## src/rtl/spi_frame_arbiter.sv

```systemverilog
// Round-robin arbiter that shares one byte-level SPI master between N_REQ frame requesters,
// framing each transfer with that requester's own active-low select/LOAD line.
`timescale 1ns/1ps

module spi_frame_arbiter #(
    parameter int N_REQ        = 2,
    parameter int FRAME_BYTES  = 2,
    parameter int SETUP_CYCLES = 4,
    parameter int HOLD_CYCLES  = 16
) (
    input  logic                           clk,
    input  logic                           rst,
    input  logic [N_REQ-1:0]               req_valid,
    input  logic [N_REQ*FRAME_BYTES*8-1:0] req_data,
    output logic [N_REQ-1:0]               req_ready,
    output logic [N_REQ-1:0]               req_done,
    output logic [N_REQ-1:0]               sel_n,
    output logic                           spi_start,
    output logic [7:0]                     spi_data,
    input  logic                           spi_busy,
    output logic                           busy
);

    localparam int FW      = FRAME_BYTES * 8;
    localparam int CNT_MAX = (SETUP_CYCLES > HOLD_CYCLES) ? SETUP_CYCLES : HOLD_CYCLES;
    localparam int CNT_W   = (CNT_MAX > 1) ? $clog2(CNT_MAX) : 1;
    localparam int BI_W    = (FRAME_BYTES > 1) ? $clog2(FRAME_BYTES) : 1;
    localparam int PTR_W   = (N_REQ > 1) ? $clog2(N_REQ) : 1;

    localparam logic [CNT_W-1:0] SETUP_LAST = CNT_W'(SETUP_CYCLES - 1);
    localparam logic [CNT_W-1:0] HOLD_LAST  = CNT_W'(HOLD_CYCLES - 1);
    localparam logic [BI_W-1:0]  BYTE_LAST  = BI_W'(FRAME_BYTES - 1);
    localparam logic [PTR_W-1:0] PTR_RESET  = PTR_W'(N_REQ - 1);

    typedef enum logic [2:0] {
        S_IDLE,
        S_SETUP,
        S_START,
        S_WAIT,
        S_RELEASE,
        S_HOLD
    } state_e;

    state_e             state_q, state_d;
    logic [PTR_W-1:0]   ptr_q, ptr_d;
    logic [PTR_W-1:0]   grant_q, grant_d;
    logic [FW-1:0]      shift_q, shift_d;
    logic [CNT_W-1:0]   cnt_q, cnt_d;
    logic [BI_W-1:0]    byte_idx_q, byte_idx_d;
    logic [N_REQ-1:0]   sel_n_q, sel_n_d;
    logic [N_REQ-1:0]   req_ready_q, req_ready_d;
    logic [N_REQ-1:0]   req_done_q, req_done_d;
    logic               spi_start_q, spi_start_d;
    logic [7:0]         spi_data_q, spi_data_d;
    logic               busy_q, busy_d;

    logic               any_valid;
    logic [PTR_W-1:0]   pick;
    logic [PTR_W-1:0]   scan_idx;

    // Scan from the farthest candidate back to ptr+1 so the nearest valid index wins.
    always_comb begin
        any_valid = |req_valid;
        pick      = '0;
        scan_idx  = '0;
        for (int k = N_REQ; k >= 1; k--) begin
            scan_idx = PTR_W'((int'(ptr_q) + k) % N_REQ);
            if (req_valid[scan_idx]) begin
                pick = scan_idx;
            end
        end
    end

    // NOTE: every signal gets its hold value before the case so no path leaves one unassigned,
    // which would otherwise infer a latch.
    always_comb begin
        state_d     = state_q;
        ptr_d       = ptr_q;
        grant_d     = grant_q;
        shift_d     = shift_q;
        cnt_d       = cnt_q;
        byte_idx_d  = byte_idx_q;
        sel_n_d     = sel_n_q;
        spi_start_d = 1'b0;
        spi_data_d  = spi_data_q;
        req_ready_d = '0;
        req_done_d  = '0;

        case (state_q)
            S_IDLE: begin
                if (any_valid) begin
                    grant_d           = pick;
                    ptr_d             = pick;
                    shift_d           = req_data[int'(pick) * FW +: FW];
                    req_ready_d[pick] = 1'b1;
                    sel_n_d           = '1;
                    sel_n_d[pick]     = 1'b0;
                    cnt_d             = '0;
                    byte_idx_d        = '0;
                    state_d           = S_SETUP;
                end
            end
            S_SETUP: begin
                cnt_d = cnt_q + 1'b1;
                if (cnt_q == SETUP_LAST) begin
                    state_d = S_START;
                end
            end
            S_START: begin
                spi_data_d  = shift_q[FW-1 -: 8];
                spi_start_d = 1'b1;
                state_d     = S_WAIT;
            end
            S_WAIT: begin
                // The master raises busy in the same cycle it sees start, so low here means byte done.
                if (!spi_busy) begin
                    shift_d = shift_q << 8;
                    if (byte_idx_q == BYTE_LAST) begin
                        state_d = S_RELEASE;
                    end else begin
                        byte_idx_d = byte_idx_q + 1'b1;
                        state_d    = S_START;
                    end
                end
            end
            S_RELEASE: begin
                sel_n_d = '1;
                cnt_d   = '0;
                state_d = S_HOLD;
            end
            S_HOLD: begin
                cnt_d = cnt_q + 1'b1;
                if (cnt_q == HOLD_LAST) begin
                    req_done_d[grant_q] = 1'b1;
                    state_d             = S_IDLE;
                end
            end
            default: begin
                sel_n_d = '1;
                state_d = S_IDLE;
            end
        endcase

        busy_d = (state_d != S_IDLE);
    end

    // NOTE: state registers use non-blocking assignments so every flop samples pre-edge values.
    always_ff @(posedge clk) begin
        if (rst) begin
            state_q     <= S_IDLE;
            ptr_q       <= PTR_RESET;
            grant_q     <= '0;
            shift_q     <= '0;
            cnt_q       <= '0;
            byte_idx_q  <= '0;
            sel_n_q     <= '1;
            req_ready_q <= '0;
            req_done_q  <= '0;
            spi_start_q <= 1'b0;
            spi_data_q  <= '0;
            busy_q      <= 1'b0;
        end else begin
            state_q     <= state_d;
            ptr_q       <= ptr_d;
            grant_q     <= grant_d;
            shift_q     <= shift_d;
            cnt_q       <= cnt_d;
            byte_idx_q  <= byte_idx_d;
            sel_n_q     <= sel_n_d;
            req_ready_q <= req_ready_d;
            req_done_q  <= req_done_d;
            spi_start_q <= spi_start_d;
            spi_data_q  <= spi_data_d;
            busy_q      <= busy_d;
        end
    end

    assign req_ready = req_ready_q;
    assign req_done  = req_done_q;
    assign sel_n     = sel_n_q;
    assign spi_start = spi_start_q;
    assign spi_data  = spi_data_q;
    assign busy      = busy_q;

endmodule

```

## config.mk

```make
export PLATFORM = sky130hd
export DESIGN_NAME = spi_frame_arbiter
export DESIGN_NICKNAME = d
export VERILOG_FILES = /design/src/rtl/spi_frame_arbiter.sv
export SDC_FILE = /design/constraint.sdc
export NUM_CORES = 1
export LEC_CHECK = 0
export CAP_MARGIN = 0
export CORE_AREA = 5 5 67 75
export DETAILED_ROUTE_END_ITERATION = 16
export DIE_AREA = 0 0 72 80
export HOLD_SLACK_MARGIN = 0.05
export PLACE_DENSITY = 0.76
export SLEW_MARGIN = 20
export SYNTH_ARGS = -nofsm -noshare
export SYNTH_HDL_FRONTEND = slang
export SYNTH_SLANG_ARGS = --single-unit
```

## constraint.sdc

```tcl
create_clock -name clk -period 1.4 [get_ports clk]
set_input_delay 0.28 -clock clk [delete_from_list [all_inputs] [get_ports clk]]
set_output_delay 0.28 -clock clk [all_outputs]
set_load 0.01 [all_outputs]
```

==> reports/results.txt <==
Outcome - completed
Power Total - 0.00271 W
Final-layout fill cell count - 361
Routability Congestion - 0.848
Std cell rows - 25
Area delta synth->final - 48.8%
Critical-path cell list - buf_4 > or3_1 > a22oi_1 > a21oi_1
Number of antenna diodes - 0
Number of violations of the max-capacitance limit - 0
Vias - 1740
Syn nets - 256
GRT Util Overall - 15.5%
Worst Path Max Fanout - 12
Clk root buf - sky130_fd_sc_hd__clkbuf_8
DIE AREA - 0.00576 mm²
Reported net switching power - 0.000650 W
Critical Path Sink Type - flip-flop
Clk sink count - 42
Net switching fraction of the power - 23.9%
Total congestion overflow - 0
Max_slew headroom - 72.7%
Clock network latency to the later pin of the worst-skew pair - 300 ps
Cell Area, Placed - 0.00257 mm²
Clock input transition at the sequential cells of the worst setup and hold paths - 80 ps
Flops & latches, synth - 42
Leading cell types in the layout, fill and taps excluded - sky130_fd_sc_hd__nand2_1, sky130_fd_sc_hd__dfxtp_1, sky130_fd_sc_hd__clkdlybuf4s50_1
CP peak stage delay - 410 ps
Maximum resistive drop on vdd - 714 µV
Post-synthesis sequential area ratio - 45.7%
Cell area after technology mapping - 0.00184 mm²
Fmax - 0.743 GHz
I/O Buffers - 52
Number of endpoints failing setup at the final stage - 0
Proportion of power drawn by combinational gates - 17.1%
H-tree Lvls - 2
First-pass GRT wire length - 7010 µm
Count of pins over their slew limit - 0
Critical setup path kind - flip-flop to flip-flop
Vias per Instance - 5.01
Unrepaired setup endpoints after global routing - no
Top Family by Delay on Critical Path - simple AND/OR/NAND/NOR gates
Number of different library cells in the post-synthesis netlist - 43
Number of warnings issued by yosys - 0
Prevailing post-synth register cell - sky130_fd_sc_hd__dfxtp_1
Tightest Hold Check Type - flip-flop to flip-flop
P_leak - 1.17 nW
Total non-filler cell area in the finished layout - 0.00274 mm²
Post-route minimum period - 1350 ps
Average wire per standard cell - 12.7 µm
Number of nets with antenna violations after detailed routing - 0
Required time at the endpoint of the critical path - 1590 ps
Mapped Cells - 218
Data arrival time of the critical path - 1530 ps
Final Hold Vio Count - 0
Count of flip-flops with a built-in enable after synthesis - 0
Worst path bufs/invs - 1
Clock share of power - 34.8%
Pin count of the biggest net entering global routing - 18
Avg Inst Size Synth - 8.44 µm²
TritonCTS clock tree - yes
Total detailed-routing wirelength - 4390 µm
Setup slack on the worst flop-to-flop path - 50 ps
CTS buffer count - 5
Worst slew pin tran - 409 ps
Fraction of layout instances using a drive strength above 1 - 16.4%
Cell type of the slowest stage on the worst timing path - sky130_fd_sc_hd__or3_1
Maximum buffer depth of the clock tree - 2
Share of the clock period used by the worst path - 96.1%
Starting utilization of the core area - 43.9%
Setup crit start kind - flip-flop
Floorplan die height - 80 µm
Initial antenna violation count - 0
Drt first pass iters - 4
PwrDens - 992 mW/mm²
Post-route DRC violation count - 0
Area of the placeable core - 0.00419 mm²
Ports placed on the boundary - 53
Register share of total power - 48.0%
Internal power - 0.00206 W
Clock Skew - 3.41 ps
Asr flop ratio synth - 0%
Most common cell after layout, fill and taps aside - sky130_fd_sc_hd__nand2_1
Number of global-route vias before repair - 1596
CTS hold repair buffers - 0
DPL Wire Length - 3220 µm
Drt initial violations - 96
DIE WIDTH - 72 µm
Number of nets at the end of the flow - 330
power groups by stage:
stage / Sequential, W / Clock (W) / Combinational, W
after floorplan: 0.00132 / 0 / 0.000216
after global placement: 0.00133 / 0 / 0.000438
after global routing: 0.00131 / 0.00102 / 0.000509
after CTS: 0.00130 / 0.000972 / 0.000449
final: 0.00130 / 0.000945 / 0.000465
after detailed placement: 0.00133 / 0 / 0.000443
path summary, 6_finish.rpt:
path | from | end | depth (start not counted)
setup / recovery | state_q[1] | state_q[0] | 4
hold / removal | spi_data[6] | spi_data[6] | 2
setup reg to reg | state_q[1] | state_q[0] | 4
hold reg to reg | spi_data[6] | spi_data[6] | 2
sequential cells by signal, summed over array words and instances, names as in the netlist:
signal      cells
shift_q        16
spi_data        8
cnt_q           4
state_q         3
req_done        2
req_ready       2
sel_n           2
busy            1
byte_idx_q      1
grant_q         1
ptr_q           1
spi_start       1
metrics by stage:
stage	util (%)	hold WS, ps	TNS [ps]	cells	setup WS [ps]
detailed placement	61.3	442	-6670	335	-340
CTS	64.1	454	-28.1	344	-24.2
floorplan	-	415	0	218	78.0
finish	65.3	450	0	347	54.8
global placement	61.3	431	-6730	335	-314
global route	65.3	471	0	347	3.63
worst reg2reg max path, stage by stage (launching register included):
cell	delay, ps
sky130_fd_sc_hd__dfxtp_4	360
sky130_fd_sc_hd__buf_4	170
sky130_fd_sc_hd__or3_1	410
sky130_fd_sc_hd__a22oi_1	210
sky130_fd_sc_hd__a21oi_1	80
repair_timing:
item                                    CTS  global route
pin swaps                                 0             4
buffers inserted                          1             3
resized for setup                        20            10
endpoints found under the setup margin   21            22
cell type report:
class,instances,area (µm²),share of cell area [%]
clock buffers,5,68.8,2.51
clock inverters,3,40.0,1.46
inverters,1,3.75,0.137
multi-input cells,163,951,34.8
flip-flops and latches,42,850,31.0
well taps,54,67.6,2.47
repair buffers,79,756,27.6
routing by layer:
layer  vias up  routed length (µm)  global-route usage, %
met2        42                2220                   26.3
met5         -                   0                      0
met1       781                1800                   17.9
met4         0                  84                   7.33
met3         7                 282                   4.41
li1        910                   -                      -
cells in the mapped netlist (2+ instances only):
cell	number	area, µm²
sky130_fd_sc_hd__a2bb2oi_1	2	17.5
sky130_fd_sc_hd__buf_2	5	25.0
sky130_fd_sc_hd__dfxtp_1	42	841
sky130_fd_sc_hd__and2_1	2	12.5
sky130_fd_sc_hd__nor2_1	23	86.3
sky130_fd_sc_hd__mux2i_1	8	80.1
sky130_fd_sc_hd__o21bai_1	2	15.0
sky130_fd_sc_hd__o21ai_1	8	40.0
sky130_fd_sc_hd__a22oi_1	3	22.5
sky130_fd_sc_hd__o21ai_0	3	15.0
sky130_fd_sc_hd__buf_4	2	15.0
sky130_fd_sc_hd__clkbuf_1	3	11.3
sky130_fd_sc_hd__a31oi_1	8	50.1
sky130_fd_sc_hd__nand2b_1	6	37.5
sky130_fd_sc_hd__nor4b_1	2	17.5
sky130_fd_sc_hd__a22o_1	7	61.3
sky130_fd_sc_hd__nor3_1	4	20.0
sky130_fd_sc_hd__nand3_1	3	15.0
sky130_fd_sc_hd__a21oi_1	17	85.1
sky130_fd_sc_hd__nand2_1	44	165
sky130_fd_sc_hd__nor4_1	2	12.5
cell families (layout without fill, tap and decap cells):
kind of cell,after synthesis,after routing,synth area share [%]
AOI/OAI and AO/OA,56,56,20.3
adders and majority gates,1,1,0.680
buffers and inverters,13,88,3.81
DFF,42,42,45.7
muxes,8,8,4.35
and+or+nand+nor,98,98,25.2
No activity file was read; power rests on OpenSTA's default activity.
